**src/rtl/traffic_light_controller.sv**
```systemverilog
// rtl/traffic_light_controller.sv - highway/farm-road intersection sequencer
module traffic_light_controller #(
  parameter int DEBOUNCE       = 3,
  parameter int HWY_GREEN_MIN  = 8,
  parameter int YELLOW_TIME    = 3,
  parameter int ALLRED_TIME    = 1,
  parameter int FARM_GREEN_MIN = 2,
  parameter int FARM_GREEN_MAX = 6
) (
  input  logic       clock,
  input  logic       reset,
  input  logic       tick,
  input  logic       car_sensor,
  input  logic       ped_req,
  output logic [2:0] hwy_light,
  output logic [2:0] farm_light,
  output logic       walk,
  output logic [2:0] phase
);

  typedef enum logic [2:0] {
    HWY_G  = 3'd0,
    HWY_Y  = 3'd1,
    RED_A  = 3'd2,
    FARM_G = 3'd3,
    FARM_Y = 3'd4,
    RED_B  = 3'd5
  } state_t;

  // Timer compare points: the phase exits on the tick that completes its Nth count.
  localparam logic [3:0] DEB_THR   = 4'(DEBOUNCE);
  localparam logic [7:0] HMIN_LAST = 8'(HWY_GREEN_MIN - 1);
  localparam logic [7:0] YEL_LAST  = 8'(YELLOW_TIME - 1);
  localparam logic [7:0] AR_LAST   = 8'(ALLRED_TIME - 1);
  localparam logic [7:0] FMIN_LAST = 8'(FARM_GREEN_MIN - 1);
  localparam logic [7:0] FMAX_LAST = 8'(FARM_GREEN_MAX - 1);

  state_t     state;
  state_t     state_next;
  logic [7:0] tmr;
  logic [3:0] qcnt;
  logic       car_q;
  logic       ped_pend;
  logic       walk_r;
  logic       enter_farm;
  logic       exit_farm;

  assign car_q      = (qcnt >= DEB_THR);
  assign enter_farm = (state_next == FARM_G) && (state != FARM_G);
  assign exit_farm  = (state == FARM_G) && (state_next != FARM_G);

  // State register.
  always_ff @(posedge clock or negedge reset) begin
    if (!reset) state <= HWY_G;
    else        state <= state_next;
  end

  // Next-state logic; every phase advance is gated by the timebase tick.
  always_comb begin
    state_next = state;
    case (state)
      HWY_G:  if (tick && (tmr >= HMIN_LAST) && (car_q || ped_pend)) state_next = HWY_Y;
      HWY_Y:  if (tick && (tmr == YEL_LAST)) state_next = RED_A;
      RED_A:  if (tick && (tmr == AR_LAST))  state_next = FARM_G;
      FARM_G: if (tick && ((tmr == FMAX_LAST) ||
                           ((tmr >= FMIN_LAST) && !car_q && !walk_r))) state_next = FARM_Y;
      FARM_Y: if (tick && (tmr == YEL_LAST)) state_next = RED_B;
      RED_B:  if (tick && (tmr == AR_LAST))  state_next = HWY_G;
      default: state_next = HWY_G;
    endcase
  end

  // Phase timer: restarts on every state change, counts ticks, saturates.
  always_ff @(posedge clock or negedge reset) begin
    if (!reset)                      tmr <= 8'd0;
    else if (state_next != state)    tmr <= 8'd0;
    else if (tick && tmr != 8'hFF)   tmr <= tmr + 8'd1;
  end

  // Car qualifier: counts consecutive high samples, any low sample restarts it.
  always_ff @(posedge clock or negedge reset) begin
    if (!reset)               qcnt <= 4'd0;
    else if (!car_sensor)     qcnt <= 4'd0;
    else if (qcnt != 4'hF)    qcnt <= qcnt + 4'd1;
  end

  // Pedestrian latch: a new request outranks the clear on farm-green entry.
  always_ff @(posedge clock or negedge reset) begin
    if (!reset)          ped_pend <= 1'b0;
    else if (ped_req)    ped_pend <= 1'b1;
    else if (enter_farm) ped_pend <= 1'b0;
  end

  // Walk is granted for a whole farm green only if it was pending at entry.
  always_ff @(posedge clock or negedge reset) begin
    if (!reset)          walk_r <= 1'b0;
    else if (enter_farm) walk_r <= ped_pend;
    else if (exit_farm)  walk_r <= 1'b0;
  end

  // Moore light decode straight from the state register.
  always_comb begin
    hwy_light  = 3'b100;
    farm_light = 3'b100;
    case (state)
      HWY_G:   hwy_light  = 3'b001;
      HWY_Y:   hwy_light  = 3'b010;
      FARM_G:  farm_light = 3'b001;
      FARM_Y:  farm_light = 3'b010;
      default: begin
        hwy_light  = 3'b100;
        farm_light = 3'b100;
      end
    endcase
  end

  assign walk  = walk_r;
  assign phase = state;

endmodule

```
**config.mk**
```make
export PLATFORM = sky130hd
export DESIGN_NAME = traffic_light_controller
export DESIGN_NICKNAME = d
export VERILOG_FILES = /design/src/rtl/traffic_light_controller.sv
export SDC_FILE = /design/constraint.sdc
export NUM_CORES = 1
export LEC_CHECK = 0
export CAP_MARGIN = 5
export CELL_PAD_IN_SITES_DETAIL_PLACEMENT = 1
export CELL_PAD_IN_SITES_GLOBAL_PLACEMENT = 1
export CORE_MARGIN = 2
export CORE_UTILIZATION = 42
export DETAILED_ROUTE_END_ITERATION = 8
export PLACE_DENSITY_LB_ADDON = 0.1
export SLEW_MARGIN = 10
export SYNTH_ARGS = -nofsm -noshare
export SYNTH_HDL_FRONTEND = slang
export SYNTH_SLANG_ARGS = --single-unit
```
**constraint.sdc**
```tcl
create_clock -name clock -period 2.55 [get_ports clock]
set_clock_uncertainty 0.15 [all_clocks]
set_input_delay 0.51 -clock clock [delete_from_list [all_inputs] [get_ports clock]]
set_output_delay 0.51 -clock clock [all_outputs]
set_load 0.03 [all_outputs]
```
==> results <==
registers in the layout (all words and copies together), names as in the netlist:
signal and flops:
tmr 8, qcnt 4, phase 3, ped_pend 1, walk 1
placed cells by master, fill, tap and decap left out, types with 2 or more instances in the layout:
cell                               n
sky130_fd_sc_hd__o31ai_1           2
sky130_fd_sc_hd__nand3_1           3
sky130_fd_sc_hd__clkdlybuf4s50_1   9
sky130_fd_sc_hd__ha_1              6
sky130_fd_sc_hd__o211ai_1          2
sky130_fd_sc_hd__dfrtp_1          17
sky130_fd_sc_hd__and2_1            2
sky130_fd_sc_hd__mux2i_1           3
sky130_fd_sc_hd__nor2_1           10
sky130_fd_sc_hd__and4_1            2
sky130_fd_sc_hd__a211oi_1          9
sky130_fd_sc_hd__nor3_1            3
sky130_fd_sc_hd__o21ai_0           4
sky130_fd_sc_hd__dlymetal6s2s_1    5
sky130_fd_sc_hd__nand4_1           3
sky130_fd_sc_hd__xnor2_1           4
sky130_fd_sc_hd__nand2_1           9
sky130_fd_sc_hd__inv_1            11
sky130_fd_sc_hd__clkbuf_4          3
sky130_fd_sc_hd__a21o_1            2
sky130_fd_sc_hd__and3_1            4
sky130_fd_sc_hd__buf_4             7
sky130_fd_sc_hd__a32o_1            2
sky130_fd_sc_hd__a31oi_1           4
cell type report:
| class | count | share of cell area |
|---|---|---|
| multi-input cells | 94 | 0.4944 |
| clock inverters | 1 | 0.003428 |
| clock buffers | 3 | 0.01542 |
| flip-flops and latches | 17 | 0.2913 |
| well taps | 31 | 0.02656 |
| repair buffers | 21 | 0.1405 |
| inverters | 11 | 0.02828 |
critical path, delay by kind of cell, from the launching register on:
family	cells	cell delay (ns)
buffers and inverters	2	0.76
DFF	1	0.50
and+or+nand+nor	1	0.08
how the worst min path moves through the flow:
stage,end,slack [ns],cells past startpoint
2_1_floorplan,ped_pend$_DFFE_PN0P_,0.06,0
3_3_place_gp,ped_pend$_DFFE_PN0P_,0.34,1
3_5_place_dp,ped_pend$_DFFE_PN0P_,0.35,1
4_1_cts,tmr[6]$_DFFE_PN0P_,0.38,2
5_1_grt,tmr[6]$_DFFE_PN0P_,0.38,2
6_report,tmr[7]$_DFFE_PN0P_,0.37,2
where the power goes:
group	internal (mW)	switching (mW)	leakage, nW
Sequential	0.353	0.164	0.207
Clock	0.0584	0.0938	0.0177
Combinational	0.297	0.376	0.478
cells by family after synthesis:
family | synth area share
flip-flops | 0.3462
buffers and inverters | 0.07128
multiplexers | 0.02444
XOR/XNOR | 0.03564
AND/OR/NAND/NOR | 0.2139
AO/OA/AOI/OAI | 0.2474
adder cells (fa/ha/maj) | 0.06110
Yosys cell counts (2+ instances only):
cell type	instances
sky130_fd_sc_hd__nand2_1	9
sky130_fd_sc_hd__a31oi_1	4
sky130_fd_sc_hd__buf_6	3
sky130_fd_sc_hd__nand4_1	3
sky130_fd_sc_hd__and2_1	2
sky130_fd_sc_hd__nand3_1	3
sky130_fd_sc_hd__o211ai_1	2
sky130_fd_sc_hd__inv_1	11
sky130_fd_sc_hd__and4_1	2
sky130_fd_sc_hd__and3_1	4
sky130_fd_sc_hd__clkbuf_1	2
sky130_fd_sc_hd__ha_1	6
sky130_fd_sc_hd__xnor2_1	4
sky130_fd_sc_hd__nor3_1	3
sky130_fd_sc_hd__nor2_1	10
sky130_fd_sc_hd__o31ai_1	2
sky130_fd_sc_hd__a21o_1	2
sky130_fd_sc_hd__dfrtp_1	17
sky130_fd_sc_hd__a211oi_1	9
sky130_fd_sc_hd__o21ai_0	4
sky130_fd_sc_hd__mux2i_1	3
sky130_fd_sc_hd__a32o_1	2
metrics by stage:
stage	utilization	instance area [um^2]	hold slack (ns)	power (mW)	std cells
after floorplan	-	1229	0.06441	1.009	128
after global placement	0.5127	1414	0.3389	1.175	174
after detailed placement	0.5127	1414	0.3506	1.199	174
after CTS	0.5227	1441	0.3756	1.358	178
after global routing	0.5295	1460	0.3843	1.466	178
final	0.5295	1460	0.3697	1.343	178
per-layer routing:
layer / track usage / vias to the layer above / part of all wire
li1: - / 517 / -
met1: 0.2839 / 518 / 0.48
met2: 0.3409 / 12 / 0.48
met3: 0.02009 / 5 / 0.017
met4: 0.06977 / 0 / 0.014
met5: 0 / - / 0
timing repair:
item,in CTS,in global routing
setup endpoints to repair,0,6
endpoints found under the hold margin,0,0
setup buffers,0,0
gates resized for setup,0,6
==> metrics.log <==
[metrics] result of the run: finished clean
[metrics] CP Capture Point: hwy_light[2]
[metrics] largest cells by area after synthesis: sky130_fd_sc_hd__dfrtp_1 35%, sky130_fd_sc_hd__ha_1 6.1%, sky130_fd_sc_hd__a211oi_1 5.5%
[metrics] timing-limited maximum frequency: 434.0 MHz
[metrics] Final nets: 159
[metrics] minimum clock period: 2.304 ns
[metrics] Post-DP HPWL: 2.328 mm
[metrics] synthesis warning total: 0
[metrics] multi-input combinational cell area: 721.9 um^2
[metrics] total standard cell area after synthesis: 1229 um^2
[metrics] net count of the mapped netlist: 139
[metrics] leak pwr: 0.7027 nW
[metrics] Max Root-Sink Buffers: 2
[metrics] VDD IR max: 552.7 uV
[metrics] number of instances in the synthesized netlist: 128
[metrics] Avg Cell Area, Syn: 9.599 um^2
[metrics] I/O pins: 15
[metrics] 1st-iter DRT viols: 40
[metrics] routed wire length per instance: 16.74 um
[metrics] cell at the root of the clock tree: sky130_fd_sc_hd__clkbuf_4
[metrics] fin worst setup slack: 0.2456 ns
[metrics] Critical Path RT: 1.89 ns
[metrics] horizontal die dimension: 58.09 um
[metrics] Cell Chain, Critical Path: nor2_1 -> inv_1 -> clkdlybuf4s50_1
[metrics] gr ovfl total: 0
[metrics] final max-slew violation count: 0
[metrics] core area: 2758 um^2
[metrics] Hold Buf Count CTS: 0
[metrics] Crit. Startpoint: phase[1]$_DFF_PN0_
[metrics] setup repair after global routing missed its margin: no
[metrics] Die Outline Area: 3374 um^2
[metrics] number of remaining DRC errors: 0
[metrics] pre-CTS WS: 0.09740 ns
[metrics] detail-routed via count per cell: 5.910
[metrics] Area growth syn-to-layout: 18.84%
[metrics] via count of the first global-routing pass: 1,127
[metrics] TritonCTS clock tree: yes
[metrics] kind of launch point of the worst setup path: register
[metrics] global-route total usage across every layer: 0.2065
[metrics] first-pass GRT wire length: 5.347 mm
[metrics] share of the synthesized area in the top cell type: 0.3462
[metrics] initial core utilization: 0.4456
[metrics] CP Class: reg -> out
[metrics] first-pass detailed-route iteration total: 4
[metrics] type of the most critical hold path: in -> async
[metrics] Total Routed Length: 2.980 mm
[metrics] delay of the slowest critical-path stage: 0.67 ns
[metrics] final sum of negative setup slack: 0 ns
[metrics] post-synthesis register bit count: 17
[metrics] pin count of the biggest net entering global routing: 18
[metrics] antenna violations before repair: 0
[metrics] slowest CP cell: sky130_fd_sc_hd__clkdlybuf4s50_1
[metrics] depth of the CTS H-tree: 1
[metrics] fraction of final layout cells sized beyond drive strength 1: 0.1224
[metrics] post-route clock period utilization: 0.9037
[metrics] Critical Path Fanout Max: 7
[metrics] Worst R2R End: walk$_DFFE_PN0P_
[metrics] GPL Wtd Cong: 0.8329
[metrics] Inserted Clock Buffers: 3
[metrics] slew at the pin with the worst max-slew slack: 0.4766 ns
[metrics] data arrival time of the worst path: 1.64 ns
[metrics] cell type with the largest total area after synthesis: sky130_fd_sc_hd__dfrtp_1
[metrics] endpoint class of the critical path: output pin
[metrics] launch instance of the worst register-to-register path: qcnt[0]$_DFFE_PN0P_
[metrics] PortBufs: 14
[metrics] most common flop cell mapped by yosys: sky130_fd_sc_hd__dfrtp_1
[metrics] die height: 58.09 um
[metrics] number of distinct library cell variants in the gate-level netlist after synthesis: 43
[metrics] number of nets with antenna violations after routing: 0
[metrics] Async S/R FF share, synth: 1.000
[metrics] pwr/cell area: 919.4 nW/um^2
[metrics] max-capacitance violation count: 0
[metrics] final setup vio count: 0
[metrics] worst setup slack for register-to-register paths: 0.28 ns
[metrics] R2R depth: 8
[metrics] # fillers: 328
[metrics] number of synthesized flops with an enable pin: 0
[metrics] Clock Pin Slew Worst Setup and Hold Paths: 0.11 ns
[metrics] relative slew slack: 0.6795
[metrics] area taken by flip-flops and latches: 425.4 um^2
[metrics] num rows: 19
[metrics] diode insertion count for antenna repair: 0
[metrics] insertion delay to the later sink of the worst-skew pair: 0.30 ns
[metrics] Vias: 1,052
[metrics] final count of hold timing violations: 0
[metrics] clock net sink count: 17
[metrics] part of the Yosys area used for sequential elements: 0.3462
Power figures use the tool's default switching activity.
